<file path="src/rtl/alu_pkg.sv">
// Shared opcode constants and FSM state encoding for the sequential ALU.
package alu_pkg;

    localparam logic [1:0] OP_ADD = 2'b00;
    localparam logic [1:0] OP_SUB = 2'b01;
    localparam logic [1:0] OP_MUL = 2'b10;
    localparam logic [1:0] OP_DIV = 2'b11;

    typedef enum logic [1:0] {
        S_IDLE,
        S_CALC,
        S_DONE
    } alu_state_t;

endpackage

</file>
<file path="src/rtl/seq_muldiv_core.sv">
// Iterative multiply/divide engine: one shift-add or restoring-subtract step per
// cycle over a shared 2*WIDTH accumulator; o_last flags the final iteration.
module seq_muldiv_core #(
    parameter int WIDTH = 16
) (
    input  logic             clk,
    input  logic             rst_n,
    input  logic             i_start,
    input  logic             i_div,
    input  logic [WIDTH-1:0] i_a,
    input  logic [WIDTH-1:0] i_b,
    output logic             o_busy,
    output logic             o_last,
    output logic [WIDTH-1:0] o_lo,
    output logic [WIDTH-1:0] o_hi
);
    localparam int CNT_W = $clog2(WIDTH) + 1;

    logic [2*WIDTH-1:0] r_acc;
    logic [WIDTH-1:0]   r_b;
    logic [CNT_W-1:0]   r_cnt;
    logic               r_busy;
    logic               r_div;

    logic [WIDTH:0]     w_madd;
    logic [WIDTH:0]     w_trial;
    logic [2*WIDTH-1:0] w_mul_nxt;
    logic [2*WIDTH-1:0] w_div_nxt;

    // Mul: acc = {partial, multiplier}; add multiplicand into the top half, shift right.
    assign w_madd    = {1'b0, r_acc[2*WIDTH-1:WIDTH]} + (r_acc[0] ? {1'b0, r_b} : '0);
    assign w_mul_nxt = {w_madd, r_acc[WIDTH-1:1]};

    // Div: acc = {remainder, dividend/quotient}; trial-subtract the shifted remainder.
    assign w_trial   = r_acc[2*WIDTH-1:WIDTH-1] - {1'b0, r_b};
    assign w_div_nxt = w_trial[WIDTH] ? {r_acc[2*WIDTH-2:0], 1'b0}
                                      : {w_trial[WIDTH-1:0], r_acc[WIDTH-2:0], 1'b1};

    assign o_busy = r_busy;
    assign o_last = r_busy && (r_cnt == CNT_W'(WIDTH - 1));
    assign o_lo   = r_acc[WIDTH-1:0];
    assign o_hi   = r_acc[2*WIDTH-1:WIDTH];

    always_ff @(posedge clk or negedge rst_n) begin
        if (!rst_n) begin
            r_acc  <= '0;
            r_b    <= '0;
            r_cnt  <= '0;
            r_busy <= 1'b0;
            r_div  <= 1'b0;
        end else if (i_start) begin
            r_acc  <= {{WIDTH{1'b0}}, i_a};
            r_b    <= i_b;
            r_cnt  <= '0;
            r_busy <= 1'b1;
            r_div  <= i_div;
        end else if (r_busy) begin
            r_acc <= r_div ? w_div_nxt : w_mul_nxt;
            r_cnt <= r_cnt + 1'b1;
            if (o_last)
                r_busy <= 1'b0;
        end
    end

endmodule

</file>
<file path="src/rtl/seq_alu.sv">
// Multi-cycle unsigned ALU behind valid/ready: add/sub in one cycle, mul/div
// through the iterative core; results held until the consumer takes them.
module seq_alu
    import alu_pkg::*;
#(
    parameter int WIDTH = 16
) (
    input  logic             clk,
    input  logic             rst_n,
    input  logic             in_valid,
    output logic             in_ready,
    input  logic [WIDTH-1:0] ina,
    input  logic [WIDTH-1:0] inb,
    input  logic [1:0]       sel,
    output logic             out_valid,
    input  logic             out_ready,
    output logic [WIDTH-1:0] result,
    output logic             overflow,
    output logic             div_by_zero
);
    alu_state_t       r_state;
    alu_state_t       w_next;
    logic [WIDTH-1:0] r_result;
    logic             r_ovf;
    logic             r_dbz;
    logic             r_use_core;
    logic             r_mul;

    logic             w_accept;
    logic             w_iter;
    logic             w_dbz;
    logic             w_start;
    logic [WIDTH:0]   w_add;
    logic [WIDTH:0]   w_sub;
    logic             w_busy;
    logic             w_last;
    logic [WIDTH-1:0] w_lo;
    logic [WIDTH-1:0] w_hi;

    assign w_accept = in_valid && in_ready;
    assign w_dbz    = (sel == OP_DIV) && (inb == '0);
    assign w_iter   = (sel == OP_MUL) || ((sel == OP_DIV) && (inb != '0));
    assign w_start  = w_accept && w_iter;
    assign w_add    = {1'b0, ina} + {1'b0, inb};
    assign w_sub    = {1'b0, ina} - {1'b0, inb};

    seq_muldiv_core #(.WIDTH(WIDTH)) u_core (
        .clk     (clk),
        .rst_n   (rst_n),
        .i_start (w_start),
        .i_div   (sel == OP_DIV),
        .i_a     (ina),
        .i_b     (inb),
        .o_busy  (w_busy),
        .o_last  (w_last),
        .o_lo    (w_lo),
        .o_hi    (w_hi)
    );

    always_ff @(posedge clk or negedge rst_n) begin
        if (!rst_n)
            r_state <= S_IDLE;
        else
            r_state <= w_next;
    end

    always_comb begin
        w_next = r_state;
        case (r_state)
            S_IDLE:  if (w_accept) w_next = w_iter ? S_CALC : S_DONE;
            S_CALC:  if (w_last) w_next = S_DONE;
            S_DONE:  if (out_ready) w_next = S_IDLE;
            default: w_next = S_IDLE;
        endcase
    end

    // Single-cycle results are registered here; iterative results stay in the core,
    // which holds its accumulator once it stops iterating.
    always_ff @(posedge clk or negedge rst_n) begin
        if (!rst_n) begin
            r_result   <= '0;
            r_ovf      <= 1'b0;
            r_dbz      <= 1'b0;
            r_use_core <= 1'b0;
            r_mul      <= 1'b0;
        end else if (w_accept) begin
            r_use_core <= w_iter;
            r_mul      <= (sel == OP_MUL);
            r_dbz      <= w_dbz;
            case (sel)
                OP_ADD: begin
                    r_result <= w_add[WIDTH-1:0];
                    r_ovf    <= w_add[WIDTH];
                end
                OP_SUB: begin
                    r_result <= w_sub[WIDTH-1:0];
                    r_ovf    <= w_sub[WIDTH];
                end
                default: begin
                    r_result <= '1;
                    r_ovf    <= w_dbz;
                end
            endcase
        end
    end

    assign in_ready    = (r_state == S_IDLE) && !w_busy;
    assign out_valid   = (r_state == S_DONE);
    assign result      = r_use_core ? w_lo : r_result;
    assign overflow    = r_use_core ? (r_mul && (|w_hi)) : r_ovf;
    assign div_by_zero = r_dbz;

endmodule

</file>
<file path="config.mk">
export PLATFORM = sky130hd
export DESIGN_NAME = seq_alu
export DESIGN_NICKNAME = d
export VERILOG_FILES = /design/src/rtl/alu_pkg.sv /design/src/rtl/seq_muldiv_core.sv /design/src/rtl/seq_alu.sv
export SDC_FILE = /design/constraint.sdc
export NUM_CORES = 1
export LEC_CHECK = 0
export CELL_PAD_IN_SITES_DETAIL_PLACEMENT = 1
export CELL_PAD_IN_SITES_GLOBAL_PLACEMENT = 1
export CORE_MARGIN = 5
export CORE_UTILIZATION = 41
export DETAILED_ROUTE_END_ITERATION = 10
export MAX_ROUTING_LAYER = met4
export PLACE_DENSITY = 0.83
export SYNTH_ARGS = -nofsm -noshare
export SYNTH_HDL_FRONTEND = slang
export SYNTH_HIERARCHICAL = 1
export SYNTH_SLANG_ARGS = --single-unit
</file>
<file path="constraint.sdc">
create_clock -name clk -period 2.64 [get_ports clk]
set_input_delay 0.264 -clock clk [delete_from_list [all_inputs] [get_ports clk]]
set_output_delay 0.264 -clock clk [all_outputs]
set_load 0.1 [all_outputs]
</file>
Yosys cells after proc, flatten, opt, wreduce, memory -nomap -nowiden

Index checks and enable logic that the tools add are counted.

Register bits: 77
Word-level logic and storage cells: 60
Output and inout port bits: 20
Bits of input ports: 38

Add/subtract/negate cells: 5
Equality and inequality tests: 9
Mux-type cells: 19
Reductions and logical operators: 16

Operators by type and width:

| operator              | number |
|---|---|
| $mux W32              | 4 |
| $mux W16              | 2 |
| $pmux W16 S2          | 1 |
| $add A16 B16 Y17      | 1 |
| $add A16 B17 Y17      | 1 |
| $sub A16 B16 Y17      | 1 |
| $sub A17 B16 Y17      | 1 |
| $logic_not A16 Y1     | 1 |
| $reduce_bool A16 Y1   | 1 |
| $reduce_or A16 Y1     | 1 |
| $mux W5               | 2 |
| $mux W2               | 4 |
| $logic_and A1 B1 Y1   | 7 |
| $eq A2 B2 Y1 const B  | 3 |
| $pmux W2 S3           | 1 |
| $add A5 B1 Y5 const B | 1 |
| $eq A5 B4 Y1 const B  | 1 |
| $eq A2 B1 Y1 const B  | 2 |
| $logic_not A2 Y1      | 2 |
| $mux W1               | 4 |
| $ne A2 B1 Y1 const B  | 2 |
| $reduce_and A3 Y1     | 1 |
| $ne A2 B2 Y1 const B  | 1 |
| $pmux W1 S2           | 1 |
| 3 further kinds       | 3 |

Longest topological paths before layout

Gate-level depths: netlist of the first run.

Word-level depth: 6
Depth in mapped cells: 12
Mapped depth without buffers: 11

Cells and area by module

Netlist of the first run, hierarchy kept.

By module, submodules not included:

| module          | sequential area each (um2) | cells each | instances | area an instance (um2) |
|---|---|---|---|---|
| seq_muldiv_core | 1,376.3                    | 546        | 1         | 4,580.6 |
| seq_alu         | 550.5                      | 357        | 1         | 2,812.7 |

Worst setup path before layout of the first run

Ideal clock, no wire load.

Path type: flip-flop to flip-flop
Start: register r_state[0]
End: register u_core.r_b[0]
Setup slack: -938 ps
Buffers on the path: 2
Library setup time: 125 ps
Cell stages (with the launch flop): 8
Clock period less this slack: 3,578 ps
Arrival time: 3,453 ps
Data required time: 2,515 ps
Cell sequence: dfrtp_1 nor3_2 nand2_2 or3_1 inv_1 clkbuf_1 clkbuf_1 mux2_2

Cells in the longest elaborated chain, start to end: 4

RTL lines:

| element                | RTL line              | text |
|---|---|---|
| from (decl)            | seq_alu.sv:21         | `alu_state_t r_state;` |
| from (signal assigned) | seq_alu.sv:64         | `r_state <= w_next;` |
| $logic_not A2 Y1       | seq_alu.sv:107        | `assign in_ready = (r_state == S_IDLE) && !w_busy;` |
| $logic_and A1 B1 Y1    | seq_alu.sv:107        |  |
| net in_ready           | seq_alu.sv:11         | `output logic in_ready,` |
| $logic_and A1 B1 Y1    | seq_alu.sv:40         | `assign w_accept = in_valid && in_ready;` |
| $logic_and A1 B1 Y1    | seq_alu.sv:43         | `assign w_start = w_accept && w_iter;` |
| net w_start            | seq_alu.sv:32         | `logic w_start;` |
| to (signal assigned)   | seq_muldiv_core.sv:53 | `r_b <= i_b;` |
| to (decl)              | seq_muldiv_core.sv:20 | `logic [WIDTH-1:0] r_b;` |

The timed path passes the listed nets, and every way through them passes these cells.
A chain may end at the register's enable or synchronous reset.

Worst setup path after layout of the first run

Start: register u_core.r_b[9]
End: register u_core.r_acc[26]

Cells in the longest elaborated chain, start to end: 5
Elaborated cells between the ends (all ways): 7
Those cells by class: add/sub (2); mux (5)

RTL lines:

| element                                             | RTL line                                     | text |
|---|---|---|
| $mux W16 / $sub A17 B16 Y17 (equally long branches) | seq_muldiv_core.sv:31, seq_muldiv_core.sv:35 |  |
| $add A16 B17 Y17 / $mux W32 (equally long branches) | seq_muldiv_core.sv:31, seq_muldiv_core.sv:36 |  |
| $mux W32 (*)                                        | seq_muldiv_core.sv:58                        | `r_acc <= r_div ? w_div_nxt : w_mul_nxt;` |
| $mux W32 (*)                                        | seq_muldiv_core.sv:57                        | `end else if (r_busy) begin` |
| $mux W32 (*)                                        | seq_muldiv_core.sv:51                        | `end else if (i_start) begin` |
| to (signal assigned)                                | seq_muldiv_core.sv:52                        | `r_acc <= {{WIDTH{1'b0}}, i_a};` |
| to (signal assigned)                                | seq_muldiv_core.sv:58                        |  |
| to (decl)                                           | seq_muldiv_core.sv:19                        | `logic [2*WIDTH-1:0] r_acc;` |

Every way passes the cells marked *; elsewhere a longest branch is shown, timed or not. The select of a mux whose other input is x is not followed.

==> results of run 1 <==
[worst max-delay path by stage]
stage	startpoint	endpoint	slack (ps)	cells after the start
final	u_core/r_b[9]$_DFFE_PN0P_	u_core/r_acc[26]$_DFFE_PN0P_	-130	11
after CTS	u_core/r_acc[0]$_DFFE_PN0P_	u_core/r_acc[27]$_DFFE_PN0P_	-10	12
after global routing	u_core/r_b[7]$_DFFE_PN0P_	u_core/r_acc[26]$_DFFE_PN0P_	-220	11
after detailed placement	ina[0]	r_ovf$_DFFE_PN0P_	-270	11
after global placement	ina[0]	r_ovf$_DFFE_PN0P_	-240	11
after floorplan	u_core/o_busy$_DFF_PN0_	u_core/r_acc[29]$_DFFE_PN0P_	-100	10
[critical path, stage by stage, from the launching register on]
cell and delay (ps):
dfrtp_1 460, inv_1 100, ha_1 340, and3_1 320
nand3_1 210, o21a_4 280, buf_12 140, xor2_4 180
buf_4 190, buf_4 130, a21oi_1 190, a21oi_1 90
[cells by family (layout without fill, tap and decap cells)]
logic type,after synthesis,count (layout)
and+or+nand+nor,284,284
AOI/OAI and AO/OA,275,275
buffers and inverters,104,294
DFF,77,77
adders and majority gates,70,70
muxes,52,52
xor gates and xnor gates,41,41
other,0,1
[final cells by class]
type | count | area, um^2
diodes | 1 | 2.50
clock buffers | 10 | 239
clock inverters | 6 | 71.3
fillers | 2098 | 7870
inverters | 63 | 239
multi-input cells | 722 | 5410
flip-flops and latches | 77 | 1930
well taps | 229 | 287
repair buffers | 215 | 1790
[layout by cell type, fill, tap and decap left out, types with 6 or more instances in the layout]
master           synthesis  routed
o21bai_1                 7       7
xor2_1                   8       8
nor3_1                  19      18
a31oi_1                  9       6
nor4_1                   8       8
mux2_2                  21      20
o211ai_1                 6       6
a21o_1                  10      10
and2_1                  20      19
a21oi_1                 65      61
mux2i_1                 31      29
a211oi_1                10       8
o22ai_1                 10       9
nand3_1                 14      14
nand2_1                 89      87
nand2b_1                10       9
o21ai_1                  8      12
xnor2_1                 31      30
nor2b_1                 13      12
and3_1                   6       6
ha_4                     0       9
nor2_1                  67      66
clkdlybuf4s50_1          0      35
or3_1                   12      11
ha_1                    66      52
o21ai_0                 77      70
inv_1                   60      58
dfrtp_1                 77      73
nand4_1                  9       9
buf_4                    0     168
clkbuf_16                0       9
a21oi_2                  5       7
o31ai_1                 11       7
[registers in the layout, indices dropped and copies added, names as in the netlist]
name	flops
u_core/r_acc	32
r_result	16
u_core/r_b	16
u_core/r_cnt	5
r_state	2
div_by_zero	1
r_mul	1
r_ovf	1
r_use_core	1
u_core/o_busy	1
u_core/r_div	1
[through the flow]
| step | TNS (ps) | setup WS, ps | instances | utilization [%] | cell area [um^2] |
|---|---|---|---|---|---|
| 2_1_floorplan | -200 | -101 | 903 | - | 7440 |
| 3_3_place_gp | -3750 | -241 | 1288 | 51.2 | 9140 |
| 3_5_place_dp | -7480 | -269 | 1288 | 51.2 | 9140 |
| 4_1_cts | -11.3 | -11.3 | 1313 | 54.1 | 9650 |
| 5_1_grt | -2050 | -219 | 1323 | 55.9 | 9970 |
| 6_report | -809 | -128 | 1323 | 55.9 | 9970 |
[layer usage]
| layer | GRT usage [%] | wire length, um |
|---|---|---|
| met5 | - | 0 |
| met4 | 13.0 | 1770 |
| met3 | 3.80 | 1760 |
| met2 | 50.6 | 15900 |
| met1 | 34.3 | 12300 |
[repair_timing]
item,in CTS,in global routing
setup buffers,8,9
hold buffers,1,0
endpoints found under the hold margin,1,0
pin swaps,15,26
setup endpoints to repair,17,23
resized for setup,23,52
==> flow_metrics.tcl, run 1 <==
set metrics [dict create \
    startpoint_type "register" \
    synth-main-ff-cell "dfrtp_1" \
    worstMarginPinSlew_ps 767 \
    min_path_type "in2async" \
    reg2reg_depth 11 \
    avgSynthCellArea_um2 8.19 \
    async_reset_ff_share_pct 100 \
    syn-cell-area_um2 7390 \
    yosysTopAreaCellShare_pct 26.1 \
    drv_slew 0 \
    start_util_pct 41.4 \
    period_share_pct 105 \
    drive_above_1_share_pct 27.8 \
    drt_iter0_drc 657 \
    grt_first_pass_wirelength_um 46500 \
    area_delta_synth_final_pct 34.8 \
    die_w_um 144 \
    io_pins 58 \
    grt_pass1_vias 8553 \
    grt_max_degree 52 \
    yosysMostFrequentCell "nand2_1" \
    status "finished, violations left" \
    drtPass1Iterations 5 \
    cts_tree "built" \
    yosysWarnings 6 \
    synth_fa_ha_area_share_pct 12.3 \
    wl_per_cell_um 24.0 \
    synth_nets 1011 \
    clockRootBuffer "clkbuf_16" \
    clkLatencyLatePin_ps 350 \
    synth-simple-area-share_pct 18.6 \
    fin_ws_ps -128 \
    dp_hpwl_um 21800 \
    cts_buffer_depth 2 \
    ys_ff_latch 77 \
    htree_levels 3 \
    ant_nets 0 \
    synthMuxAreaShare_pct 7.40 \
    via_per_inst 6.21 \
    skew_ps 9.20 \
    syn_inst 903 \
    hold_ws_ps 522 \
    synth_cell_type_count 81 \
    antenna_found_initial 1 \
    core-area_um2 17800 \
    clock-sinks 77 \
    maxSlewHeadroom_pct 48.9 \
    port_buffers 57 \
    crit_required_ps 2860 \
    hold_viol 0 \
    die-height_um 144 \
    netlist.top_cell.by_area "dfrtp_1" \
    wirelength_um 31800 \
    grt.overflow.total 0 \
    fin_crit_ps 2770 \
    num_rows 49 \
    synth_edf_count 0 \
    grtUsageTotal_pct 29.4 \
    r2r_setup_slack_ps -130 \
    drc 0 \
    setup_viol 15 \
    num_vias 8220 \
    maxCapViolations 0 \
    cp_max_fo 6 \
    r2r_start "u_core/r_b[9]$_DFFE_PN0P_" \
    die_area_um2 20800 \
    arrival_ps 2990 \
    ys_top_cells_by_count "89 x nand2_1, 77 x dfrtp_1, 77 x o21ai_0, 67 x nor2_1, 66 x ha_1" \
    nets 1196 \
    yosysSeqAreaShare_pct 26.1 \
    clkTransAtPathRegs_ps 70 \
    synth_xor_area_share_pct 5.36 \
    endpoint_kind "register" \
    synth-compound-area-share_pct 24.7 \
    synth_top_family_by_area "compound AO/OA/AOI/OAI gates" \
    cts_made_buffers 9 \
    timing.rr.end "u_core/r_acc[26]$_DFFE_PN0P_" \
    violations "setup timing" \
    rsz0062_at_grt "yes" \
    max_freq_mhz 361 \
    critPathKind "reg2reg" \
    gp_congestion 0.895 \
    synth.top_cells.by_area "dfrtp_1 26%, ha_1 11%, o21ai_0 5.2%" \
]
Power of run 1 is not shown: default switching activity piles up to over one toggle a cycle in this logic, so the estimate is an artifact.
==> inputs of run 2 (changes only) <==
- CORE_ASPECT_RATIO: default -> 2
- GPL_ROUTABILITY_DRIVEN: default -> 0
==> run 2 against run 1 <==
The flow still finishes with violations (setup timing). Sequential share of layout area decreased by 0.73 points. Utilization increased by 2.3 points. Non-clock buffer count increased by 34. Hold slack got worse by 240 ps. Maximum frequency decreased by 1.4%. First-iteration DRC count decreased by 2.6%. Final cell count increased by 1.3%. Via count increased by 7.7%. Clock skew increased by 2.5 ps. Die area increased by 0.78%. Count of clock-buffer cells in the layout increased by 2.
==> flow_metrics.tcl, run 2 (synthesis gave the netlist of run 1 again) <==
set metrics [dict create \
    num_vias 8849 \
    antenna_cells 0 \
    grtUsageTotal_pct 35.1 \
    maxSlewHeadroom_pct 51.7 \
    io_pins 58 \
    cp_max_fo 8 \
    stdcell_area_um2 10300 \
    skew_ps 11.7 \
    grt_first_pass_wirelength_um 55100 \
    endpoint_kind "register" \
    wirelength_um 38800 \
    dpl_cell_area_um2 9340 \
    die_area_um2 21000 \
    fin_crit_ps 2810 \
    clock-sinks 77 \
    fillers 2046 \
    met3_usage_pct 4.54 \
    reg2reg_depth 12 \
    grt.overflow.total 0 \
    maxCapViolations 0 \
    drc 0 \
    gr-usage-met2_pct 63.3 \
    worstMarginPinSlew_ps 722 \
    layout_commonest_cell "buf_4" \
    ant_nets 0 \
    die-height_um 200 \
    status "finished, violations left" \
    antenna_found_initial 1 \
    max_freq_mhz 356 \
    period_share_pct 106 \
    via_per_inst 6.60 \
    top_register "u_core/r_acc" \
    cts_buffer_depth 2 \
    clkTransAtPathRegs_ps 70 \
    area_delta_synth_final_pct 39.9 \
    grt_max_degree 70 \
    startpoint_type "register" \
    met1_usage_pct 30.4 \
    timing.rr.end "u_core/r_acc[18]$_DFFE_PN0P_" \
    cts_made_buffers 9 \
    htree_levels 3 \
    grt_pass1_vias 9682 \
    reg.largest.list "u_core/r_acc x32, r_result x16, u_core/r_b x16" \
    hold_viol 0 \
    setup_viol 17 \
    crit_required_ps 2850 \
    nets 1230 \
    drtPass1Iterations 5 \
    min_path_type "in2async" \
    num_rows 69 \
    port_buffers 57 \
    dp_hpwl_um 25000 \
    r2r_setup_slack_ps -170 \
    drv_slew 0 \
    largest_reg_flops 32 \
    die_w_um 105 \
    critPathKind "reg2reg" \
    drive_above_1_share_pct 31.9 \
    clockRootBuffer "clkbuf_16" \
    cts_tree "built" \
    core-area_um2 17800 \
    fin_ws_ps -168 \
    r2r_start "u_core/r_acc[15]$_DFFE_PN0P_" \
    rsz0062_at_grt "yes" \
    wl_per_cell_um 28.9 \
    start_util_pct 41.6 \
    drt_iter0_drc 640 \
    violations "setup timing" \
    clkLatencyLatePin_ps 360 \
    top_usage_layer "met2" \
    final_cell_mix "200 x buf_4, 88 x nand2_1, 75 x dfrtp_1" \
    dp_slack_ps -454 \
    arrival_ps 3020 \
]
## run 2: metal layers
| metal | wire length (um) | vias to the layer above | part of all wire, % |
|---|---|---|---|
| met2 | 19700 | 547 | 51 |
| met3 | 2170 | 300 | 5.6 |
| li1 | - | 3663 | - |
| met5 | 0 | - | 0 |
| met4 | 4630 | 0 | 12 |
| met1 | 12300 | 4339 | 32 |
## run 2: worst max path at each step
stage / start / to / cells past startpoint
after floorplan: u_core/o_busy$_DFF_PN0_ / u_core/r_acc[29]$_DFFE_PN0P_ / 10
after global placement: ina[0] / r_result[14]$_DFFE_PN0P_ / 13
after detailed placement: inb[2] / r_result[9]$_DFFE_PN0P_ / 10
after CTS: u_core/r_acc[0]$_DFFE_PN0P_ / u_core/r_acc[31]$_DFFE_PN0P_ / 11
after global routing: u_core/r_acc[15]$_DFFE_PN0P_ / u_core/r_acc[23]$_DFFE_PN0P_ / 12
final: u_core/r_acc[15]$_DFFE_PN0P_ / u_core/r_acc[18]$_DFFE_PN0P_ / 12
## run 2: area by class of cell
cell class | instances | area [um^2] | share of cell area [%]
timing repair buffer | 249 | 2050 | 19.8
clock buffer | 12 | 256 | 2.48
clock inverter | 4 | 70.1 | 0.677
sequential | 77 | 1930 | 18.6
tap | 213 | 267 | 2.58
multi-input combinational | 722 | 5540 | 53.5
inverter | 63 | 239 | 2.31
## run 2: repair_timing
action                                 CTS  global route
setup endpoints to repair               19            28
pin swaps                               30            35
buffers inserted                        13             8
hold buffers                             1             0
resized for setup                       50            60
endpoints found under the hold margin    8             0
## run 2: through the flow
step	TNS, ps	util, %	std cells	hold WS [ps]
final	-1490	58.2	1340	280
after global routing	-2800	58.2	1340	295
after CTS	-52.1	56.5	1332	288
after detailed placement	-5220	52.5	1302	105
after global placement	-2710	52.5	1302	101
after floorplan	-200	-	903	-31.6
## run 2: critical path: stages, from the launching register on
cell and delay (ps):
dfrtp_1 440, inv_2 90, ha_4 180, fa_2 390
nand2b_4 160, a21oi_4 170, o221ai_2 150, o21a_4 250
buf_6 120, xnor2_4 180, buf_12 170, mux2i_2 240
o22ai_1 120
Power of run 2 is left out for the same reason.
==> inputs of run 3 (changes only) <==
- clock period: 2.64 -> 2.5 ns (I/O delays scaled with it)
==> run 3 against run 2 <==
The flow still finishes with violations (setup timing). Global-route usage grew 4.1 points. Clock skew grew 4.8 ps. Wire length grew 12%. Register-to-register slack lost 340 ps. Critical path type unchanged. Critical endpoint is now u_core/r_acc[31]$_DFFE_PN0P_.
==> flow_metrics.tcl, run 3 (synthesis gave the netlist of run 1 again) <==
set metrics [dict create \
    area_delta_synth_final_pct 46.3 \
    arrival_ps 3280 \
    wirelength_um 43500 \
    die-height_um 200 \
    grt_first_pass_wirelength_um 60700 \
    antenna_found_initial 2 \
    clkLatencyLatePin_ps 380 \
    hold_viol 0 \
    dp_hpwl_um 25700 \
    r2r_setup_slack_ps -510 \
    fillers 2009 \
    port_buffers 57 \
    cts_made_buffers 9 \
    dpl_cell_area_um2 9720 \
    max_freq_mhz 333 \
    maxCapViolations 0 \
    grt_pass1_vias 10100 \
    start_util_pct 41.6 \
    min_path_type "in2reg" \
    fin_setup_tns_ps -5140 \
    skew_ps 16.5 \
    drt_iter0_drc 903 \
    layout_commonest_cell "buf_4" \
    startpoint "u_core/r_acc[28]$_DFFE_PN0P_" \
    drtPass1Iterations 6 \
    stdcell_area_um2 10800 \
    critPathKind "reg2reg" \
    grtUsageTotal_pct 39.3 \
    nets 1239 \
    io_pins 58 \
    maxSlewHeadroom_pct 49.8 \
    num_rows 69 \
    r2r_start "u_core/r_acc[28]$_DFFE_PN0P_" \
    clockRootBuffer "clkbuf_16" \
    num_vias 9415 \
    cts_tree "built" \
    clock-sinks 77 \
    cp_max_fo 4 \
    rsz0062_at_grt "yes" \
    hold_ws_ps 370 \
    largest_reg_flops 32 \
    die_w_um 105 \
    core-area_um2 17800 \
    drv_slew 0 \
    final_cell_mix "191 x buf_4, 86 x nand2_1, 73 x dfrtp_1" \
    via_per_inst 6.96 \
    endpoint_kind "register" \
    grt.overflow.total 0 \
    worstMarginPinSlew_ps 751 \
    startpoint_type "register" \
    crit_required_ps 2770 \
    period_share_pct 120 \
    status "finished, violations left" \
    die_area_um2 21000 \
    violations "setup timing" \
    hp-start "inb[1]" \
    cts_buffer_depth 2 \
    ant_nets 0 \
    drc 0 \
    grt_max_degree 55 \
    reg.largest.list "u_core/r_acc x32, r_result x16, u_core/r_b x16" \
    top_register "u_core/r_acc" \
    htree_levels 3 \
    clkTransAtPathRegs_ps 70 \
    fin_crit_ps 3010 \
    setup_viol 20 \
    fin_ws_ps -506 \
    wl_per_cell_um 32.2 \
    drive_above_1_share_pct 34.7 \
]
## run 3: path summary, 6_finish.rpt
path,endpoint,cells past startpoint
min,u_core/r_b[1]$_DFFE_PN0P_,4
max in group asynchronous,u_core/r_acc[1]$_DFFE_PN0P_,3
min in group asynchronous,u_core/r_acc[2]$_DFFE_PN0P_,2
max reg2reg,u_core/r_acc[31]$_DFFE_PN0P_,9
min reg2reg,div_by_zero$_DFFE_PN0P_,2
max,u_core/r_acc[31]$_DFFE_PN0P_,9
## run 3: timing repair
item                                    in CTS  in global routing
resized for setup                           79                 68
hold endpoints to repair                    36                  0
hold buffers                                 1                  0
pin swaps                                   44                 31
endpoints found under the setup margin      26                 25
setup buffers                               11                  7
## run 3: layer usage
metal	vias up	wire length, um	GRT usage [%]
li1	3702	-	-
met1	4539	13800	37.5
met2	781	21000	69.0
met3	393	3540	6.98
met4	0	5180	30.6
met5	-	0	-
## run 3: per-stage QoR
step / cells / setup WS [ps] / utilization (%)
5_1_grt: 1352 / -594 / 60.8
2_1_floorplan: 903 / -239 / -
3_5_place_dp: 1316 / -471 / 54.6
6_report: 1352 / -506 / 60.8
3_3_place_gp: 1316 / -362 / 54.6
4_1_cts: 1342 / -212 / 58.8
## run 3: area by class of cell
cell class                 count  area, um^2  area share (%)
tap                          213         267            2.46
antenna                        3        7.51          0.0694
clock inverter                 7        73.8           0.683
clock buffer                   9         225            2.08
inverter                      63         239            2.21
multi-input combinational    722        5760            53.2
sequential                    77        1930            17.9
timing repair buffer         258        2310            21.4
## run 3: worst max-delay path: stages (launching register included)
cell      delay [ps]
dfrtp_1          430
ha_1             370
buf_4            180
nand3_1          210
o211ai_1         170
or3_1            360
nor3_1           550
nor2_1           170
xnor2_1          200
a311oi_2         260
Power of run 3 is left out for the same reason.
